`src/rtl/nbody_pkg.sv`:
```
// nbody_pkg: shared body record, force width
// and scheduler state encoding for the N-body force pass.
package nbody_pkg;

  localparam int FORCE_W = 32;

  typedef struct packed {
    logic [31:0] pos_x;
    logic [31:0] pos_y;
    logic [15:0] mass;
  } body_t;

  localparam int BODY_W = $bits(body_t);

  typedef enum logic [2:0] {
    S_IDLE,
    S_LOAD_I,
    S_LATCH_I,
    S_STREAM,
    S_DRAIN,
    S_DONE
  } sched_state_t;

endpackage

```
`src/rtl/nbody_tag_pipe.sv`:
```
// nbody_tag_pipe: enable-gated shift register tracking
// {valid, last, idx} alongside the force calculator.
module nbody_tag_pipe #(
  parameter int LATENCY = 6,
  parameter int IDX_W   = 4
) (
  input  logic             clk,
  input  logic             reset,
  input  logic             en,
  input  logic             in_valid,
  input  logic             in_last,
  input  logic [IDX_W-1:0] in_idx,
  output logic             tail_valid,
  output logic             tail_last,
  output logic [IDX_W-1:0] tail_idx,
  output logic             empty
);

  logic [LATENCY-1:0] v_q;
  logic [LATENCY-1:0] l_q;
  logic [IDX_W-1:0]   idx_q [LATENCY];

  // shift one stage per enabled cycle; new tag enters stage 0
  always_ff @(posedge clk) begin
    if (reset) begin
      v_q <= '0;
      l_q <= '0;
      for (int k = 0; k < LATENCY; k++) begin
        idx_q[k] <= '0;
      end
    end else if (en) begin
      v_q[0]   <= in_valid;
      l_q[0]   <= in_valid & in_last;
      idx_q[0] <= in_idx;
      for (int k = 1; k < LATENCY; k++) begin
        v_q[k]   <= v_q[k-1];
        l_q[k]   <= l_q[k-1];
        idx_q[k] <= idx_q[k-1];
      end
    end
  end

  assign tail_valid = v_q[LATENCY-1];
  assign tail_last  = l_q[LATENCY-1];
  assign tail_idx   = idx_q[LATENCY-1];
  assign empty      = ~|v_q;

endmodule

```
`src/rtl/nbody_pair_scheduler.sv`:
```
// nbody_pair_scheduler: streams all ordered (i,j) pairs into
// the force pipeline and accumulates one force per body i.
module nbody_pair_scheduler
  import nbody_pkg::*;
#(
  parameter int N          = 16,
  parameter int ADDR_WIDTH = $clog2(N),
  parameter int LATENCY    = 6
) (
  input  logic                  clk,
  input  logic                  reset,
  input  logic                  start,
  output logic                  busy,
  output logic                  done,
  output logic [ADDR_WIDTH-1:0] rd_addr,
  input  logic [BODY_W-1:0]     rd_data,
  output logic                  fc_enable,
  output logic                  fc_valid_in,
  output logic [BODY_W-1:0]     fc_body_i,
  output logic [BODY_W-1:0]     fc_body_j,
  input  logic [FORCE_W-1:0]    fc_force_x,
  input  logic [FORCE_W-1:0]    fc_force_y,
  input  logic                  fc_valid_out,
  output logic                  res_valid,
  input  logic                  res_ready,
  output logic [ADDR_WIDTH-1:0] res_idx,
  output logic [FORCE_W-1:0]    res_fx,
  output logic [FORCE_W-1:0]    res_fy,
  output logic                  err
);

  localparam logic [ADDR_WIDTH-1:0] LAST_I = ADDR_WIDTH'(N - 1);
  localparam logic [ADDR_WIDTH-1:0] PENULT = ADDR_WIDTH'(N - 2);

  sched_state_t state_q, state_d;
  logic [ADDR_WIDTH-1:0] i_q, i_d;
  logic [ADDR_WIDTH-1:0] addr_q, addr_d;
  body_t body_i_q;

  logic                  pending_q;
  logic                  pend_last_q;
  logic [ADDR_WIDTH-1:0] pend_idx_q;

  logic [FORCE_W-1:0] acc_x_q, acc_y_q;
  logic [FORCE_W-1:0] sum_x, sum_y;

  logic                  en;
  logic [ADDR_WIDTH-1:0] last_j;
  logic [ADDR_WIDTH-1:0] j_inc;
  logic [ADDR_WIDTH-1:0] next_j;
  logic                  issue;
  logic                  issue_last;
  logic                  drain_ok;

  logic                  tail_valid;
  logic                  tail_last;
  logic [ADDR_WIDTH-1:0] tail_idx;
  logic                  tag_empty;

  // a result waiting on the consumer stalls the whole pass
  assign en = !(res_valid && !res_ready);

  assign last_j     = (i_q == LAST_I) ? PENULT : LAST_I;
  assign j_inc      = addr_q + 1'b1;
  assign next_j     = (j_inc == i_q) ? addr_q + ADDR_WIDTH'(2) : j_inc;
  assign issue      = (state_q == S_LATCH_I) || (state_q == S_STREAM);
  assign issue_last = issue && (addr_q == last_j);
  assign drain_ok   = tag_empty && !pending_q && res_valid && res_ready;

  // state, body counter and read address register
  always_ff @(posedge clk) begin
    if (reset) begin
      state_q <= S_IDLE;
      i_q     <= '0;
      addr_q  <= '0;
    end else if (en) begin
      state_q <= state_d;
      i_q     <= i_d;
      addr_q  <= addr_d;
    end
  end

  // next state; addr_d is the address presented in the next state
  always_comb begin
    state_d = state_q;
    i_d     = i_q;
    addr_d  = addr_q;
    unique case (state_q)
      S_IDLE, S_DONE: begin
        if (start) begin
          state_d = S_LOAD_I;
          i_d     = '0;
          addr_d  = '0;
        end
      end
      S_LOAD_I: begin
        state_d = S_LATCH_I;
        addr_d  = (i_q == '0) ? ADDR_WIDTH'(1) : '0;
      end
      S_LATCH_I, S_STREAM: begin
        if (issue_last) begin
          if (i_q != LAST_I) begin
            state_d = S_LOAD_I;
            i_d     = i_q + 1'b1;
            addr_d  = i_q + 1'b1;
          end else begin
            state_d = S_DRAIN;
          end
        end else begin
          state_d = S_STREAM;
          addr_d  = next_j;
        end
      end
      S_DRAIN: begin
        if (drain_ok) state_d = S_DONE;
      end
      default: state_d = S_IDLE;
    endcase
  end

  // status and pipeline-control outputs
  always_comb begin
    busy        = (state_q != S_IDLE) && (state_q != S_DONE);
    done        = (state_q == S_DONE);
    fc_enable   = en && busy;
    fc_valid_in = pending_q && en;
  end

  assign rd_addr   = addr_q;
  assign fc_body_i = body_i_q;
  assign fc_body_j = rd_data;

  // latch body i and mark the pair whose j data arrives next cycle
  always_ff @(posedge clk) begin
    if (reset) begin
      body_i_q    <= '0;
      pending_q   <= 1'b0;
      pend_last_q <= 1'b0;
      pend_idx_q  <= '0;
    end else if (en) begin
      if (state_q == S_LATCH_I) body_i_q <= body_t'(rd_data);
      pending_q   <= issue;
      pend_last_q <= issue_last;
      pend_idx_q  <= i_q;
    end
  end

  nbody_tag_pipe #(
    .LATENCY (LATENCY),
    .IDX_W   (ADDR_WIDTH)
  ) u_tag_pipe (
    .clk        (clk),
    .reset      (reset),
    .en         (en),
    .in_valid   (pending_q),
    .in_last    (pend_last_q),
    .in_idx     (pend_idx_q),
    .tail_valid (tail_valid),
    .tail_last  (tail_last),
    .tail_idx   (tail_idx),
    .empty      (tag_empty)
  );

  assign sum_x = acc_x_q + fc_force_x;
  assign sum_y = acc_y_q + fc_force_y;

  // accumulate per-body forces and hand finished sums to the consumer
  always_ff @(posedge clk) begin
    if (reset) begin
      acc_x_q   <= '0;
      acc_y_q   <= '0;
      res_valid <= 1'b0;
      res_idx   <= '0;
      res_fx    <= '0;
      res_fy    <= '0;
    end else begin
      if (res_valid && res_ready) res_valid <= 1'b0;
      if (en && tail_valid) begin
        if (tail_last) begin
          res_fx    <= sum_x;
          res_fy    <= sum_y;
          res_idx   <= tail_idx;
          res_valid <= 1'b1;
          acc_x_q   <= '0;
          acc_y_q   <= '0;
        end else begin
          acc_x_q <= sum_x;
          acc_y_q <= sum_y;
        end
      end
    end
  end

  // sticky flag: force pipeline and tag pipe fell out of step
  always_ff @(posedge clk) begin
    if (reset) begin
      err <= 1'b0;
    end else if (en && (fc_valid_out != tail_valid)) begin
      err <= 1'b1;
    end
  end

endmodule
```
`config.mk`:
```
export PLATFORM = sky130hd
export DESIGN_NAME = nbody_pair_scheduler
export DESIGN_NICKNAME = d
export VERILOG_FILES = /design/src/rtl/nbody_pkg.sv /design/src/rtl/nbody_tag_pipe.sv /design/src/rtl/nbody_pair_scheduler.sv
export SDC_FILE = /design/constraint.sdc
export NUM_CORES = 1
export LEC_CHECK = 0
export CORE_MARGIN = 3
export CORE_UTILIZATION = 49
export DETAILED_ROUTE_END_ITERATION = 6
export HOLD_SLACK_MARGIN = 0.12
export PLACE_DENSITY = 0.89
export REMOVE_ABC_BUFFERS = 1
export SETUP_SLACK_MARGIN = 0.5
export SLEW_MARGIN = 0
export SYNTH_ARGS = -nofsm -noshare
export SYNTH_HDL_FRONTEND = slang
export SYNTH_HIERARCHICAL = 1
export SYNTH_SLANG_ARGS = --single-unit
```
`constraint.sdc`:
```
create_clock -name clk -period 2.93 [get_ports clk]
set_input_delay 0.293 -clock clk [delete_from_list [all_inputs] [get_ports clk]]
set_output_delay 0.293 -clock clk [all_outputs]
set_load 0.005 [all_outputs]
```
==> run_summary.xml, run 1 <==
<?xml version="1.0" encoding="UTF-8"?>
<metrics>
  <group name="worst_hold_path">
    <metric name="holdCritStartpoint" unit="">reset</metric>
    <metric name="hold_class" unit="">input pin to flop</metric>
  </group>
  <group name="final_layout">
    <metric name="finish.net_count" unit="">2239</metric>
    <metric name="drive_above_1_share" unit="%">16.7</metric>
    <metric name="layout.area.seq" unit="um2">5610</metric>
    <metric name="filler_cell_count" unit="">1824</metric>
    <metric name="post_layout_nonfiller_instances" unit="">2417</metric>
    <metric name="layout.cells.most_common_list" unit="">sky130_fd_sc_hd__clkdlybuf4s50_1, sky130_fd_sc_hd__nand2_1, sky130_fd_sc_hd__dfxtp_1, sky130_fd_sc_hd__a21oi_1, sky130_fd_sc_hd__buf_4</metric>
    <metric name="multi_input_comb_area" unit="um2">7770</metric>
    <metric name="layout_overhead_on_the_synthesized_area" unit="%">45.4</metric>
    <metric name="most_common_cell_after_layout_fill_and_taps_aside" unit="">sky130_fd_sc_hd__clkdlybuf4s50_1</metric>
  </group>
  <group name="placed_design">
    <metric name="post-dp-hpwl" unit="um">30800</metric>
    <metric name="numPortBuffers" unit="">386</metric>
    <metric name="placed_cells_incl_taps" unit="">2330</metric>
    <metric name="finalWeightedCongestion" unit="">0.913</metric>
  </group>
  <group name="critical_path">
    <metric name="critical_path.max_stage_delay" unit="ns">0.33</metric>
    <metric name="setup.worst_path.end_class" unit="">flop</metric>
    <metric name="worst-endpoint-required" unit="ns">3.39</metric>
    <metric name="worst_path_most_repeated_cell" unit="">sky130_fd_sc_hd__buf_4</metric>
    <metric name="worstPathMaxFanout" unit="">5</metric>
    <metric name="path_buf_inv" unit="">4</metric>
    <metric name="r2r-start" unit="">acc_y_q[16]$_SDFFE_PP0P_</metric>
    <metric name="timing.setup.critical_path_class" unit="">flop to flop</metric>
    <metric name="cpLargestDelayFamily" unit="">compound AO/OA/AOI/OAI gates</metric>
    <metric name="critical-path-slowest-cell" unit="">sky130_fd_sc_hd__dfxtp_1</metric>
    <metric name="arrival_time_worst_endpoint" unit="ns">3.14</metric>
    <metric name="worstSetupStartpoint" unit="">acc_y_q[16]$_SDFFE_PP0P_</metric>
    <metric name="crit_chain" unit="">ha_1, buf_4, a21oi_1, nor2b_1, o41ai_2, buf_4, o211ai_4, a31oi_4, buf_12, buf_4, nor2_2, or3_1, a31oi_1</metric>
    <metric name="cp-start-kind" unit="">flop</metric>
  </group>
  <group name="route">
    <metric name="post-route-drc-count" unit="">0</metric>
    <metric name="firstDrtPassIters" unit="">5</metric>
    <metric name="wl_per_cell" unit="um">19.6</metric>
    <metric name="post_drt_via_cell_ratio" unit="">5.83</metric>
    <metric name="detail-route-antenna-nets" unit="">0</metric>
    <metric name="via_count" unit="">14100</metric>
    <metric name="drt-total-wl" unit="um">47300</metric>
    <metric name="drtIter0Drc" unit="">1610</metric>
  </group>
  <group name="sta">
    <metric name="tightestPinTransition" unit="ns">0.827</metric>
    <metric name="max_slew_margin" unit="%">44.9</metric>
    <metric name="min_period" unit="ns">2.68</metric>
    <metric name="timing.clock.skew" unit="ns">0.0110</metric>
    <metric name="report.final.setup_viol" unit="">0</metric>
    <metric name="timing.fmax" unit="MHz">373</metric>
    <metric name="worst_hold_slack" unit="ns">0.231</metric>
    <metric name="maxSlewViolCount" unit="">0</metric>
    <metric name="grt_setup_unrepaired" unit="">yes</metric>
    <metric name="timing.final.crit_share" unit="%">91.4</metric>
    <metric name="report.final.hold_viol_count" unit="">0</metric>
  </group>
  <group name="status">
    <metric name="run_status" unit="">completed</metric>
  </group>
  <group name="synth">
    <metric name="post_synth_num_cell_types" unit="">80</metric>
    <metric name="syn_avg_cell_area" unit="um2">8.33</metric>
    <metric name="ys_seq_area_share" unit="%">40.8</metric>
    <metric name="postSynthRegisterBits" unit="">267</metric>
    <metric name="synth_enable_flop_cells" unit="">24</metric>
    <metric name="syn_area" unit="um2">13700</metric>
    <metric name="synth_largest_type_area_fraction" unit="%">35.5</metric>
    <metric name="synth_area_leader_cell" unit="">sky130_fd_sc_hd__dfxtp_1</metric>
    <metric name="netlist_instances" unit="">1643</metric>
    <metric name="netlist_top_cells_area" unit="">sky130_fd_sc_hd__dfxtp_1, sky130_fd_sc_hd__nand2_1, sky130_fd_sc_hd__a21oi_1, sky130_fd_sc_hd__ha_1, sky130_fd_sc_hd__edfxtp_1</metric>
    <metric name="share_of_synthesized_flip_flops_with_an_asynchronous_set_or_reset" unit="%">0</metric>
    <metric name="synth_top_flop_cell" unit="">sky130_fd_sc_hd__dfxtp_1</metric>
    <metric name="yosysWarningCount" unit="">6</metric>
  </group>
  <group name="die">
    <metric name="die_y" unit="um">173</metric>
    <metric name="floorplan.die.width" unit="um">173</metric>
    <metric name="die_area" unit="um2">30000</metric>
    <metric name="placementRows" unit="">60</metric>
    <metric name="boundaryPins" unit="">387</metric>
    <metric name="fp.coreArea" unit="um2">27200</metric>
    <metric name="initial_standard_cell_utilization_of_the_core" unit="%">50.4</metric>
  </group>
  <group name="clock_network">
    <metric name="post_cts_hold_buffer_count" unit="">0</metric>
    <metric name="cts.reportedPaths.clkPinSlew" unit="ns">0.06</metric>
    <metric name="clkLatencyLatePin" unit="ns">0.54</metric>
    <metric name="root_buffer" unit="">sky130_fd_sc_hd__clkbuf_16</metric>
    <metric name="cts_tree" unit="">built</metric>
    <metric name="clkSinkCount" unit="">267</metric>
    <metric name="tritoncts.num_buffers" unit="">29</metric>
    <metric name="cts-root-to-sink-buffers" unit="">3</metric>
    <metric name="cts-htree-levels" unit="">1</metric>
  </group>
  <group name="grt">
    <metric name="wire_length_of_the_first_global_routing_pass" unit="um">69400</metric>
    <metric name="gr-usage-met3" unit="%">6.10</metric>
    <metric name="grt.overflow.total" unit="">0</metric>
    <metric name="grt_util_all_layers" unit="%">27.5</metric>
    <metric name="grt_antenna_before_repair" unit="">3</metric>
    <metric name="grt_pass1_vias" unit="">13600</metric>
    <metric name="met1_usage" unit="%">33.8</metric>
    <metric name="grt-busiest-layer" unit="">met2</metric>
    <metric name="grt_start_max_net_pins" unit="">81</metric>
    <metric name="use_met2" unit="%">47.7</metric>
  </group>
  <group name="power">
    <metric name="power.static_leakage" unit="uW">0.00768</metric>
    <metric name="power.ir.vdd_worst" unit="V">0.000394</metric>
    <metric name="powerDensity" unit="nW/um2">426</metric>
  </group>
  <group name="flow_run">
    <metric name="cap_violations" unit="">0</metric>
  </group>
</metrics>
cell families (layout without fill, tap and decap cells):
kind of cell    after synthesis  count (layout)  share of synthesized area, %
xor+xnor                     70              70                          4.48
other cells                   0               1                             0
buf+inv                     204             604                          8.79
fa+ha+maj                    68              68                          6.33
compound gates              438             439                          19.8
flops                       267             267                          40.8
mux                          15              15                          1.12
simple gates                581             581                          18.6
final timing paths:
path	endpoint	slack, ns	cells past startpoint
worst max-delay path	res_fy[28]$_SDFFE_PP0P_	0.25	13
worst min-delay path	res_fx[24]$_SDFFE_PP0P_	0.23	2
worst max register to register	res_fy[28]$_SDFFE_PP0P_	0.25	13
worst min register to register	pend_idx_q[1]$_SDFFE_PP0N_	0.45	2
synth_stat cells (6+ instances only):
cell                       instances
sky130_fd_sc_hd__xnor2_1          42
sky130_fd_sc_hd__a21o_1           28
sky130_fd_sc_hd__a22o_1           23
sky130_fd_sc_hd__a211oi_1         19
sky130_fd_sc_hd__dfxtp_1         243
sky130_fd_sc_hd__o31ai_1           6
sky130_fd_sc_hd__mux2i_1          13
sky130_fd_sc_hd__o21ai_0          43
sky130_fd_sc_hd__nand3_1          22
sky130_fd_sc_hd__a31oi_1          11
sky130_fd_sc_hd__nor2b_1           6
sky130_fd_sc_hd__nor3b_1           7
sky130_fd_sc_hd__edfxtp_1         24
sky130_fd_sc_hd__clkbuf_1         77
sky130_fd_sc_hd__xor2_1           28
sky130_fd_sc_hd__nor3_1           20
sky130_fd_sc_hd__inv_1            21
sky130_fd_sc_hd__a21oi_1         217
sky130_fd_sc_hd__o211ai_1          8
sky130_fd_sc_hd__a22oi_1          23
sky130_fd_sc_hd__o21bai_1         15
sky130_fd_sc_hd__or3_1             6
sky130_fd_sc_hd__buf_4            87
sky130_fd_sc_hd__ha_1             66
sky130_fd_sc_hd__nand2b_1          8
sky130_fd_sc_hd__nand4_1          12
sky130_fd_sc_hd__nor2_1          107
sky130_fd_sc_hd__nand2_1         329
sky130_fd_sc_hd__and2_1           31
registers in the layout, indices dropped and copies added, names as in the netlist, 3 cells and up:
name,cells
state_q,3
pend_idx_q,4
fc_body_i,80
rd_addr,4
res_fx,32
acc_y_q,32
u_tag_pipe/v_q,6
i_q,4
u_tag_pipe/l_q,6
u_tag_pipe/idx_q,24
res_fy,32
res_idx,4
acc_x_q,32
metal layers:
metal  vias up  part of all wire (%)
met4         4                   4.6
li1       6389                     -
met3       212                   8.5
met5         -                 0.072
met2       848                    49
met1      6643                    38
report_power, final:
group	switching (uW)	leakage (uW)	internal [uW]	total (uW)
Clock	1500	0.000457	2040	3540
Combinational	543	0.00495	602	1150
Sequential	50.8	0.00227	3740	3790
timing repair:
item / in CTS / in global routing
endpoints found under the setup margin: 64 / 72
gates cloned: 1 / 0
endpoints found under the hold margin: 0 / 0
buffers inserted: 20 / 12
gates resized for setup: 91 / 99
pin swaps: 58 / 58
metrics by stage:
stage / setup TNS [ns] / area (um2) / worst slack [ns] / power [uW] / utilization, %
after floorplan: -100.90 / 12600 / -0.946 / 4210 / -
after global placement: -6.83 / 17800 / -0.379 / 4890 / 65.4
after detailed placement: -9.42 / 17800 / -0.430 / 4910 / 65.4
after CTS: 0 / 19300 / 0.332 / 8470 / 71.2
after global routing: 0 / 19900 / 0.115 / 8740 / 73.2
final: 0 / 19900 / 0.251 / 8470 / 73.2
layout make-up:
class | instances | area share, %
Tap cell | 372 | 2.34
Clock buffer | 38 | 4.07
Clock inverter | 15 | 0.616
Antenna cell | 1 | 0.0126
Multi-Input combinational cell | 1173 | 39.1
Sequential cell | 267 | 28.2
Timing Repair Buffer | 529 | 25.3
Inverter | 22 | 0.421
Note: power is estimated with default switching activity, not from simulation.
==> run 2: changes to the inputs <==
--- a/config.mk
+++ b/config.mk
@@ -5,6 +5,7 @@
 export SDC_FILE = /design/constraint.sdc
 export NUM_CORES = 1
 export LEC_CHECK = 0
+export CORE_ASPECT_RATIO = 0.8
 export CORE_MARGIN = 3
 export CORE_UTILIZATION = 49
 export DETAILED_ROUTE_END_ITERATION = 6
==> run_summary.xml, run 2 (synthesis gave the netlist of run 1 again) <==
<?xml version="1.0" encoding="UTF-8"?>
<metrics>
  <group name="critical_path">
    <metric name="cp-start-kind" unit="">flop</metric>
    <metric name="setup.worst_path.end_class" unit="">flop</metric>
    <metric name="path_buf_inv" unit="">0</metric>
    <metric name="arrival_time_worst_endpoint" unit="ns">3.07</metric>
    <metric name="worstPathMaxFanout" unit="">3</metric>
    <metric name="cpLargestDelayFamily" unit="">compound AO/OA/AOI/OAI gates</metric>
    <metric name="critical_path.max_stage_delay" unit="ns">0.36</metric>
    <metric name="worst-endpoint-required" unit="ns">3.33</metric>
    <metric name="critical-path-slowest-cell" unit="">sky130_fd_sc_hd__fa_2</metric>
    <metric name="r2r_end" unit="">acc_x_q[30]$_SDFFE_PP0P_</metric>
    <metric name="r2r-start" unit="">acc_x_q[0]$_SDFFE_PP0P_</metric>
    <metric name="reg2reg_setup_slack" unit="ns">0.27</metric>
    <metric name="timing.setup.critical_path_class" unit="">flop to flop</metric>
    <metric name="reg2regPathDepth" unit="">11</metric>
    <metric name="crit_chain" unit="">ha_4, fa_2, a211oi_2, o21ai_2, o2111ai_2, a21oi_2, a21oi_2, o221ai_4, a211oi_2, xor2_1, o21ai_1</metric>
  </group>
  <group name="route">
    <metric name="post_drt_via_cell_ratio" unit="">5.64</metric>
    <metric name="via_count" unit="">13600</metric>
    <metric name="drt-total-wl" unit="um">44900</metric>
    <metric name="drtIter0Drc" unit="">1012</metric>
    <metric name="wl_per_cell" unit="um">18.7</metric>
    <metric name="detail-route-antenna-nets" unit="">0</metric>
    <metric name="firstDrtPassIters" unit="">7</metric>
    <metric name="post-route-drc-count" unit="">6</metric>
  </group>
  <group name="sta">
    <metric name="timing.clock.skew" unit="ns">0.0196</metric>
    <metric name="timing.fmax" unit="MHz">376</metric>
    <metric name="grt_setup_unrepaired" unit="">yes</metric>
    <metric name="max_slew_margin" unit="%">46.0</metric>
    <metric name="report.final.setup_viol" unit="">0</metric>
    <metric name="maxSlewViolCount" unit="">0</metric>
    <metric name="setup-tns-final" unit="ns">0</metric>
    <metric name="tightestPinTransition" unit="ns">0.809</metric>
    <metric name="min_period" unit="ns">2.66</metric>
    <metric name="timing.final.crit_share" unit="%">90.9</metric>
    <metric name="report.final.hold_viol_count" unit="">0</metric>
  </group>
  <group name="worst_hold_path">
    <metric name="worstHoldPathCells" unit="">2</metric>
    <metric name="hold_class" unit="">input pin to flop</metric>
    <metric name="holdCritStartpoint" unit="">reset</metric>
    <metric name="timing.hold.worst_endpoint" unit="">res_fx[26]$_SDFFE_PP0P_</metric>
  </group>
  <group name="final_layout">
    <metric name="post_layout_nonfiller_instances" unit="">2409</metric>
    <metric name="multi_input_comb_area" unit="um2">7870</metric>
    <metric name="largest_register_ff_count" unit="">80</metric>
    <metric name="filler_cell_count" unit="">1914</metric>
    <metric name="layout.area.seq" unit="um2">5610</metric>
    <metric name="layout_overhead_on_the_synthesized_area" unit="%">46.2</metric>
    <metric name="finish.net_count" unit="">2236</metric>
    <metric name="most_common_cell_after_layout_fill_and_taps_aside" unit="">sky130_fd_sc_hd__clkdlybuf4s50_1</metric>
    <metric name="drive_above_1_share" unit="%">16.4</metric>
    <metric name="layout.cells.most_common_list" unit="">sky130_fd_sc_hd__clkdlybuf4s50_1, sky130_fd_sc_hd__nand2_1, sky130_fd_sc_hd__dfxtp_1, sky130_fd_sc_hd__a21oi_1, sky130_fd_sc_hd__buf_4</metric>
    <metric name="postLayoutCoreUtil" unit="%">73.1</metric>
  </group>
  <group name="grt">
    <metric name="use_met2" unit="%">45.3</metric>
    <metric name="met1_usage" unit="%">36.2</metric>
    <metric name="grt-busiest-layer" unit="">met2</metric>
    <metric name="grt_pass1_vias" unit="">13100</metric>
    <metric name="grt.overflow.total" unit="">0</metric>
    <metric name="grt_util_all_layers" unit="%">27.4</metric>
    <metric name="grt_antenna_before_repair" unit="">5</metric>
    <metric name="wire_length_of_the_first_global_routing_pass" unit="um">67400</metric>
    <metric name="grt_start_max_net_pins" unit="">81</metric>
    <metric name="gr-usage-met3" unit="%">4.75</metric>
  </group>
  <group name="power">
    <metric name="power.static_leakage" unit="uW">0.00770</metric>
    <metric name="total_power" unit="uW">8670</metric>
    <metric name="power.ir.vdd_worst" unit="V">0.000434</metric>
    <metric name="powerDensity" unit="nW/um2">433</metric>
  </group>
  <group name="clock_network">
    <metric name="tritoncts.num_buffers" unit="">28</metric>
    <metric name="cts-root-to-sink-buffers" unit="">3</metric>
    <metric name="cts-htree-levels" unit="">1</metric>
    <metric name="cts_tree" unit="">built</metric>
    <metric name="clkSinkCount" unit="">267</metric>
    <metric name="clkLatencyLatePin" unit="ns">0.54</metric>
    <metric name="root_buffer" unit="">sky130_fd_sc_hd__clkbuf_16</metric>
    <metric name="cts.reportedPaths.clkPinSlew" unit="ns">0.06</metric>
    <metric name="post_cts_hold_buffer_count" unit="">0</metric>
  </group>
  <group name="die">
    <metric name="boundaryPins" unit="">387</metric>
    <metric name="initial_standard_cell_utilization_of_the_core" unit="%">50.0</metric>
    <metric name="die_y" unit="um">155</metric>
    <metric name="die_area" unit="um2">30000</metric>
    <metric name="placementRows" unit="">54</metric>
    <metric name="fp.coreArea" unit="um2">27400</metric>
    <metric name="floorplan.die.width" unit="um">193</metric>
  </group>
  <group name="placed_design">
    <metric name="numPortBuffers" unit="">386</metric>
    <metric name="finalWeightedCongestion" unit="">0.966</metric>
    <metric name="placed_cells_incl_taps" unit="">2321</metric>
    <metric name="post-dp-hpwl" unit="um">30400</metric>
  </group>
  <group name="flow_run">
    <metric name="cap_violations" unit="">0</metric>
  </group>
  <group name="status">
    <metric name="run_status" unit="">complete, but fails checks</metric>
    <metric name="violations_in_the_final_reports" unit="">design-rule violations</metric>
  </group>
</metrics>
[run 2: cell types whose count changed in the layout (fill, tap and decap cells not counted), moves of 4 or more]
cell                       previous run  this run
sky130_fd_sc_hd__clkinv_2             8         4
sky130_fd_sc_hd__dfxtp_2             16        11
sky130_fd_sc_hd__dfxtp_1            226       230
sky130_fd_sc_hd__clkbuf_1             4         8
sky130_fd_sc_hd__ha_4                17        21
sky130_fd_sc_hd__ha_1                47        43
sky130_fd_sc_hd__o21ai_1             17        12
sky130_fd_sc_hd__buf_6               14         8
[run 2: timing repair]
action	in CTS	in global routing
pin swaps	55	81
resized for setup	95	96
cloned	1	0
buffers inserted	13	18
endpoints found under the setup margin	70	72
[run 2: worst max-delay path by stage]
stage                                   from                         to  slack, ns  cells after the start
floorplan               res_valid$_SDFF_PP0_  fc_body_i[0]$_SDFFE_PP0P_      -0.95                      6
global placement               fc_force_x[0]   acc_x_q[30]$_SDFFE_PP0P_      -0.53                     12
detailed placement             fc_force_x[0]   acc_x_q[30]$_SDFFE_PP0P_      -0.59                     12
CTS                 acc_y_q[17]$_SDFFE_PP0P_    res_fy[30]$_SDFFE_PP0P_       0.33                      9
global route         acc_y_q[0]$_SDFFE_PP0P_   acc_y_q[24]$_SDFFE_PP0P_       0.17                     11
finish               acc_x_q[0]$_SDFFE_PP0P_   acc_x_q[30]$_SDFFE_PP0P_       0.27                     11
[run 2: cell type report]
cell class                 instances  area share (%)
sequential                       267            28.0
inverter                          22           0.419
clock inverter                     8           0.619
tap                              364            2.28
antenna                            4          0.0500
timing repair buffer             527            25.0
clock buffer                      44            4.31
multi-input combinational       1173            39.3
[run 2: metrics by stage]
stage / cell area (um2) / hold slack (ns) / worst slack [ns]
2_1_floorplan: 12600 / 0.362 / -0.946
5_1_grt: 20000 / 0.191 / 0.166
3_5_place_dp: 17800 / 0.444 / -0.593
4_1_cts: 19400 / 0.141 / 0.325
3_3_place_gp: 17800 / 0.436 / -0.528
6_report: 20000 / 0.175 / 0.268
[run 2: report_power, final]
part	internal [uW]	total [uW]	switching, uW
Sequential	3740	3790	53.0
Clock	2290	3760	1470
Combinational	594	1120	526
Total	6620	8670	2050
[run 2: metal layers]
layer | share of wire [%] | vias up | wire length (um)
li1 | - | 6388 | -
met1 | 41 | 6480 | 18600
met2 | 48 | 606 | 21700
met3 | 7.7 | 106 | 3460
met4 | 2.6 | 2 | 1190
met5 | 0.031 | - | 14
